<file path="config.mk">
export PLATFORM = sky130hd
export DESIGN_NAME = grf_hazard_ctrl
export DESIGN_NICKNAME = d
export VERILOG_FILES = /design/src/rtl/grf_hazard_pkg.sv /design/src/rtl/grf_hazard_match.sv /design/src/rtl/grf_hazard_ctrl.sv
export SDC_FILE = /design/constraint.sdc
export NUM_CORES = 1
export LEC_CHECK = 0
export BUFFER_PORTS_ARGS = -buffer_cell sky130_fd_sc_hd__buf_2
export CAP_MARGIN = 25
export CORE_UTILIZATION = 47
export CTS_CLUSTER_DIAMETER = 200
export CTS_CLUSTER_SIZE = 25
export DETAILED_ROUTE_END_ITERATION = 16
export GPL_TIMING_DRIVEN = 0
export PLACE_DENSITY = 0.68
export SYNTH_ARGS = -nofsm -noshare
export SYNTH_HDL_FRONTEND = slang
export SYNTH_SLANG_ARGS = --single-unit
</file>
<file path="constraint.sdc">
create_clock -name clk -period 3.2 [get_ports clk]
set_input_delay 0.32 -clock clk [delete_from_list [all_inputs] [get_ports clk]]
set_output_delay 0.32 -clock clk [all_outputs]
set_load 0.02 [all_outputs]
</file>
<file path="src/rtl/grf_hazard_pkg.sv">
// Shared definitions for the GRF hazard controller: forward-select codes,
// the "operand unused" Tuse value, mult/div op encodings and the per-stage
// scoreboard entry.
package grf_hazard_pkg;

  // D-stage forward selects
  localparam logic [1:0] FWD_GRF   = 2'd0;
  localparam logic [1:0] FWD_E     = 2'd1;
  localparam logic [1:0] FWD_M     = 2'd2;

  // E-stage forward selects
  localparam logic [1:0] EFWD_PIPE = 2'd0;
  localparam logic [1:0] EFWD_M    = 2'd1;
  localparam logic [1:0] EFWD_W    = 2'd2;

  // Tuse value meaning "this operand is never read"
  localparam logic [1:0] TUSE_NONE = 2'd3;

  // Youngest-match select returned by grf_hazard_match
  localparam logic [1:0] SEL_NONE  = 2'd0;
  localparam logic [1:0] SEL_S0    = 2'd1;
  localparam logic [1:0] SEL_S1    = 2'd2;
  localparam logic [1:0] SEL_S2    = 2'd3;

  typedef enum logic [1:0] {
    MD_NONE = 2'd0,
    MD_MULT = 2'd1,
    MD_DIV  = 2'd2
  } md_op_e;

  typedef struct packed {
    logic       valid;
    logic [4:0] dst;
    logic [1:0] tnew;
  } stage_t;

  // Tnew counts down by one per stage and never goes below zero
  function automatic logic [1:0] tnew_dec(input logic [1:0] t);
    return (t == 2'd0) ? 2'd0 : t - 2'd1;
  endfunction

endpackage

</file>
<file path="src/rtl/grf_hazard_match.sv">
// Youngest-match / stall / ready computation for one source register
// against up to three older pipeline entries (s0 youngest, s2 oldest).
module grf_hazard_match
  import grf_hazard_pkg::*;
(
  input  logic [4:0] src_i,
  input  logic [1:0] tuse_i,
  input  stage_t     s0_i,
  input  stage_t     s1_i,
  input  stage_t     s2_i,
  output logic [1:0] sel_o,
  output logic       rdy_o,
  output logic       stall_o
);

  logic [1:0] tnew_w;

  // pick the youngest stage whose destination equals the (non-zero) source
  always_comb begin
    sel_o  = SEL_NONE;
    tnew_w = 2'd0;
    if (src_i != 5'd0) begin
      if (s0_i.valid && s0_i.dst == src_i) begin
        sel_o  = SEL_S0;
        tnew_w = s0_i.tnew;
      end else if (s1_i.valid && s1_i.dst == src_i) begin
        sel_o  = SEL_S1;
        tnew_w = s1_i.tnew;
      end else if (s2_i.valid && s2_i.dst == src_i) begin
        sel_o  = SEL_S2;
        tnew_w = s2_i.tnew;
      end
    end
  end

  assign rdy_o   = (sel_o != SEL_NONE) && (tnew_w == 2'd0);
  assign stall_o = (sel_o != SEL_NONE) && (tnew_w > tuse_i);

endmodule

</file>
<file path="src/rtl/grf_hazard_ctrl.sv">
// Scoreboard and hazard controller for the 32-entry GRF of the 5-stage
// MIPS pipeline. Tracks E/M/W destinations with their Tnew and the mult/div
// busy counter; produces the D stall and the D/E forward selects.
// W->D is covered by GRF write-through, so D never forwards from W.
// Optional build macro: HAZARD_TRACE_EN prints every stalled cycle.
module grf_hazard_ctrl
  import grf_hazard_pkg::*;
#(
  parameter int MULT_CYCLES = 5,
  parameter int DIV_CYCLES  = 10
) (
  input  logic       clk,
  input  logic       reset,
  input  logic       flush,
  input  logic       d_valid,
  input  logic [4:0] d_rs,
  input  logic [4:0] d_rt,
  input  logic [1:0] d_rs_tuse,
  input  logic [1:0] d_rt_tuse,
  input  logic [4:0] d_dst,
  input  logic [1:0] d_tnew,
  input  logic       d_md_use,
  input  logic [1:0] d_md_op,
  output logic       stall,
  output logic [1:0] d_fwd_rs,
  output logic [1:0] d_fwd_rt,
  output logic [1:0] e_fwd_rs,
  output logic [1:0] e_fwd_rt,
  output logic       md_busy
);

  localparam int MD_MAX = (DIV_CYCLES > MULT_CYCLES) ? DIV_CYCLES : MULT_CYCLES;
  localparam int CNT_W  = $clog2(MD_MAX + 1);

  stage_t           e_q, m_q, w_q;
  logic [4:0]       e_rs_q, e_rt_q;
  logic [1:0]       e_md_q;
  logic [CNT_W-1:0] md_cnt_q, md_cnt_d;

  logic [1:0] d_rs_sel, d_rt_sel, e_rs_sel, e_rt_sel;
  logic       d_rs_rdy, d_rt_rdy, e_rs_rdy, e_rt_rdy;
  logic       d_rs_stall, d_rt_stall, e_rs_stall, e_rt_stall;
  logic       md_stall, e_md_start, capture;
  logic       unused_e_stall;

  grf_hazard_match u_d_rs (
    .src_i(d_rs), .tuse_i(d_rs_tuse), .s0_i(e_q), .s1_i(m_q), .s2_i(w_q),
    .sel_o(d_rs_sel), .rdy_o(d_rs_rdy), .stall_o(d_rs_stall)
  );

  grf_hazard_match u_d_rt (
    .src_i(d_rt), .tuse_i(d_rt_tuse), .s0_i(e_q), .s1_i(m_q), .s2_i(w_q),
    .sel_o(d_rt_sel), .rdy_o(d_rt_rdy), .stall_o(d_rt_stall)
  );

  // E-stage operands are consumed now, so only the select matters here
  grf_hazard_match u_e_rs (
    .src_i(e_rs_q), .tuse_i(TUSE_NONE), .s0_i(m_q), .s1_i(w_q), .s2_i('0),
    .sel_o(e_rs_sel), .rdy_o(e_rs_rdy), .stall_o(e_rs_stall)
  );

  grf_hazard_match u_e_rt (
    .src_i(e_rt_q), .tuse_i(TUSE_NONE), .s0_i(m_q), .s1_i(w_q), .s2_i('0),
    .sel_o(e_rt_sel), .rdy_o(e_rt_rdy), .stall_o(e_rt_stall)
  );

  assign unused_e_stall = e_rs_stall | e_rt_stall;

  assign e_md_start = e_q.valid && (e_md_q != MD_NONE);
  assign md_stall   = d_md_use && ((md_cnt_q != '0) || e_md_start);
  assign stall      = d_valid && (d_rs_stall || d_rt_stall || md_stall);
  assign capture    = d_valid && !stall && !flush;
  assign md_busy    = (md_cnt_q != '0);

  // forward selects derived from the youngest match
  always_comb begin
    d_fwd_rs = FWD_GRF;
    d_fwd_rt = FWD_GRF;
    e_fwd_rs = EFWD_PIPE;
    e_fwd_rt = EFWD_PIPE;
    if (d_rs_rdy && d_rs_sel == SEL_S0) d_fwd_rs = FWD_E;
    else if (d_rs_rdy && d_rs_sel == SEL_S1) d_fwd_rs = FWD_M;
    if (d_rt_rdy && d_rt_sel == SEL_S0) d_fwd_rt = FWD_E;
    else if (d_rt_rdy && d_rt_sel == SEL_S1) d_fwd_rt = FWD_M;
    if (e_rs_rdy && e_rs_sel == SEL_S0) e_fwd_rs = EFWD_M;
    else if (e_rs_sel == SEL_S1) e_fwd_rs = EFWD_W;
    if (e_rt_rdy && e_rt_sel == SEL_S0) e_fwd_rt = EFWD_M;
    else if (e_rt_sel == SEL_S1) e_fwd_rt = EFWD_W;
  end

  // mult/div busy counter: reload on a start leaving E, else count down
  always_comb begin
    md_cnt_d = md_cnt_q;
    if (e_md_start) begin
      if (e_md_q == MD_DIV) md_cnt_d = CNT_W'(DIV_CYCLES);
      else                  md_cnt_d = CNT_W'(MULT_CYCLES);
    end else if (md_cnt_q != '0) begin
      md_cnt_d = md_cnt_q - 1'b1;
    end
  end

  // pipeline scoreboard advances every cycle; D enters E only when captured
  always_ff @(posedge clk) begin
    if (reset) begin
      e_q      <= '0;
      m_q      <= '0;
      w_q      <= '0;
      e_rs_q   <= '0;
      e_rt_q   <= '0;
      e_md_q   <= MD_NONE;
      md_cnt_q <= '0;
    end else begin
      w_q      <= '{valid: m_q.valid, dst: m_q.dst, tnew: tnew_dec(m_q.tnew)};
      m_q      <= '{valid: e_q.valid, dst: e_q.dst, tnew: tnew_dec(e_q.tnew)};
      md_cnt_q <= md_cnt_d;
      if (capture) begin
        e_q    <= '{valid: 1'b1, dst: d_dst, tnew: d_tnew};
        e_rs_q <= d_rs;
        e_rt_q <= d_rt;
        e_md_q <= d_md_op;
      end else begin
        e_q    <= '0;
        e_rs_q <= '0;
        e_rt_q <= '0;
        e_md_q <= MD_NONE;
      end
    end
  end

`ifdef HAZARD_TRACE_EN
  // report the cause of every stalled cycle
  always_ff @(posedge clk) begin
    if (stall) begin
      if (d_rs_stall)
        $display("%0t hazard stall: rs $%0d blocked by %s", $time, d_rs,
                 (d_rs_sel == SEL_S0) ? "E" : (d_rs_sel == SEL_S1) ? "M" : "W");
      else if (d_rt_stall)
        $display("%0t hazard stall: rt $%0d blocked by %s", $time, d_rt,
                 (d_rt_sel == SEL_S0) ? "E" : (d_rt_sel == SEL_S1) ? "M" : "W");
      else
        $display("%0t hazard stall: md blocked by %s", $time,
                 e_md_start ? "E" : "MD");
    end
  end
`endif

endmodule
</file>
==> qor.csv <==
stage;metric;value;unit
timing;Setup TNS;0;ns
die;core area;5110;µm²
grt;largest net degree at the start of global routing;14;
logic_synthesis;Yosys reg bits;40;
grt;GR Overflow Total;0;
logic_synthesis;syn avg cell area;9.23;µm²
clock_network;CTS Hold Bufs;0;
timing;final-report max-slew violation count;0;
setup_path;reg-to-reg critical path startpoint;e_q[4];
timing;final hold viol count;0;
timing;fin worst setup slack;0.0712;ns
logic_synthesis;Cells after Synth;271;
route;Remaining DRCs;0;
timing;Worst Max-Slew Pin Slew;0.673;ns
die;die span in y;75.0;µm
grt;All-Layer GR Usage;0.220;
timing;Slew headroom;0.552;
final_layout;Nets;354;
clock_network;clock tree root driver cell;clkbuf_8;
timing;fin crit period;3.13;ns
final_layout;share of layout cells above drive strength 1;0.304;
placement;pre-CTS setup slack;0.139;ns
final_layout;fill cell count;485;
logic_synthesis;Netlist cell types;37;
final_layout;FF+latch area;806;µm²
placement;global placement routability congestion;0.866;
logic_synthesis;sequential-to-total area share from yosys stat;0.320;
timing;Final Cycle Share;0.978;
logic_synthesis;area share of the largest cell type after synthesis;0.320;
clock_network;CTS clk-pin slew, worst paths;0.08;ns
route;initial DRC count;79;
route;via density per instance;5.28;
logic_synthesis;Yosys warnings;0;
setup_path;Critical Path RT;2.88;ns
route;via count;2052;
clock_network;Clk Latency, worst-skew pair;0.29;ns
route;Avg WL per Cell;14.6;µm
logic_synthesis;count leader, synth;dfxtp_1;
logic_synthesis;FFs w/ async S/R, synth;0;
setup_path;startpoint type of the worst setup path;register;
timing;RSZ-0062 raised after global routing;yes;
clock_network;clk sink count;40;
clock_network;Clock Tree Buf Depth;2;
die;row count;26;
die;# IOs;38;
logic_synthesis;Main synth FF type;dfxtp_1;
final_layout;Layout Utilization;0.581;
final_layout;Multi-input gate area;1560;µm²
power;Pleak;1.28;nW
placement;DP HPWL;4280;µm
hold_path;Worst Hold Path EP;e_q[4];
setup_path;Worst Path Arrival;2.81;ns
die;Die W;75.0;µm
hold_path;Worst Hold Class;input pin to register;
run;# Max-Cap Violations;0;
setup_path;WS Path Type;register to output pin;
setup_path;R2R setup slack;0.46;ns
hold_path;depth of the worst hold-timing path;3;
clock_network;CTS tree;done;
logic_synthesis;Synth area leaders;dfxtp_1, xor2_1, nor4_2;
route;Initial DRT Pass Iterations;4;
placement;PortBufs;35;
grt;first-pass GRT wire length;9180;µm
timing;Layout Skew;0.00800;ns
run_status;status;completed;
setup_path;CP Capture Type;output pin;
grt;antenna violations before repair;0;
logic_synthesis;Cell Area, Synth;2500;µm²
setup_path;FF-to-FF path depth;13;
logic_synthesis;Net Count, Synth;307;
die;die area;5620;µm²
setup_path;Critical Path Fanout Max;7;
timing;fmax;0.320;GHz
grt;vias in the first global route;1945;
final_layout;Antenna Cells;0;
route;Post-DRT Antenna Nets;0;
die;Starting Density;0.490;
clock_network;# H-tree levels;2;
power;Pwr per Cell Area;454;nW/µm²
power;Peak VDD IR;0.237;mV
logic_synthesis;number of synthesized flops with an enable pin;0;
logic_synthesis;Yosys top cell by area;dfxtp_1;
setup_path;R2R Path End;e_q[0];
final_layout;fin cells;389;
hold_path;min-delay src;d_dst[2];
clock_network;Num CTS Buffers;5;
logic_synthesis;synth cell count leaders;dfxtp_1, xor2_1, nor4_2, xnor2_1, nand3_1;
timing;Final setup viols;0;
final_layout;Area growth syn-to-layout;18.6;%
route;Final Routed Wirelength;5680;µm
placement;Placed Cells;376;
-- cells by family (layout without fill, tap and decap cells) --
logic type               count (synthesis)  in the layout  synth area share
buffers and inverters                   33             81            0.0710
flip-flops                              40             40             0.320
adder cells (fa/ha/maj)                  8              8            0.0400
AND/OR/NAND/NOR                        110            110             0.315
AO/OA/AOI/OAI                           28             28            0.0720
XOR/XNOR                                52             52             0.182
-- per-stage QoR --
stage,total power [mW],area (µm²),hold WS (ns)
after CTS,1.35,2900,0.278
after detailed placement,0.940,2770,0.485
after global routing,1.44,2970,0.272
after global placement,0.931,2770,0.472
after floorplan,0.847,2500,0.435
final,1.35,2970,0.277
-- worst max path at each step --
stage,start,to,slack [ns],cells after the start
after floorplan,d_rt[0],stall,0.58,10
after detailed placement,d_rt[0],stall,0.14,11
after CTS,m_q[6],stall,0.004,11
final,e_q[4],stall,0.07,12
after global placement,d_rt[0],stall,0.19,11
after global routing,w_q[5],stall,-0.02,11
-- layout make-up --
| type | instances | area share |
|---|---|---|
| multi-input cells | 198 | 0.527 |
| clock buffers | 5 | 0.0232 |
| repair buffers | 41 | 0.0763 |
| flip-flops and latches | 40 | 0.272 |
| clock inverters | 3 | 0.0143 |
| well taps | 70 | 0.0295 |
| plain buffers | 21 | 0.0443 |
| inverters | 11 | 0.0139 |
-- metal layers --
layer	part of all wire	vias up	GRT usage
met2	0.45	62	0.347
li1	-	1046	-
met3	0.048	5	0.0375
met5	0	-	0
met1	0.50	939	0.300
met4	0.0088	0	0.0860
-- sequential cells by signal, indices dropped and copies added (netlist names) --
register  count
e_md_q        2
e_q           8
e_rs_q        5
e_rt_q        5
m_q           8
md_cnt_q      4
w_q           8
-- critical path, cell delays in order, from the launching register on --
cell and delay (ns):
dfxtp_2 0.34, xor2_1 0.16, nor4_1 0.31, and3_1 0.23, buf_6 0.13, a21oi_1 0.06, a21boi_1 0.14, ha_1 0.33
a21oi_2 0.15, a211oi_2 0.05, o31a_1 0.14, o31a_2 0.34, buf_6 0.13
-- layout by cell type, fill, tap and decap left out, drive strengths merged --
master,n
buf,52
dfxtp,40
xor2,33
nor4,30
xnor2,19
nand3,16
clkbuf,15
a21oi,14
nor2b,13
inv,11
nand3b,9
and3,8
ha,8
nand2,7
nor3,7
nor2,7
or4,4
o21ai,4
a21boi,3
o31a,3
nor4b,2
a211oi,2
nand4,2
and4,2
a21o,2
nor3b,1
and2,1
or3,1
clkinvlp,1
clkinv,1
bufinv,1
-- power breakdown --
| group | internal [mW] | switching, mW | total, mW |
|---|---|---|---|
| sequential | 0.538 | 0.0359 | 0.574 |
| clock | 0.231 | 0.180 | 0.411 |
| combinational | 0.150 | 0.214 | 0.364 |
-- repair_timing --
item / CTS / global route
pin swaps: 1 / 15
endpoints found under the setup margin: 1 / 1
buffers inserted: 2 / 4
resized for setup: 2 / 15
(Power assumes the default switching activity.)
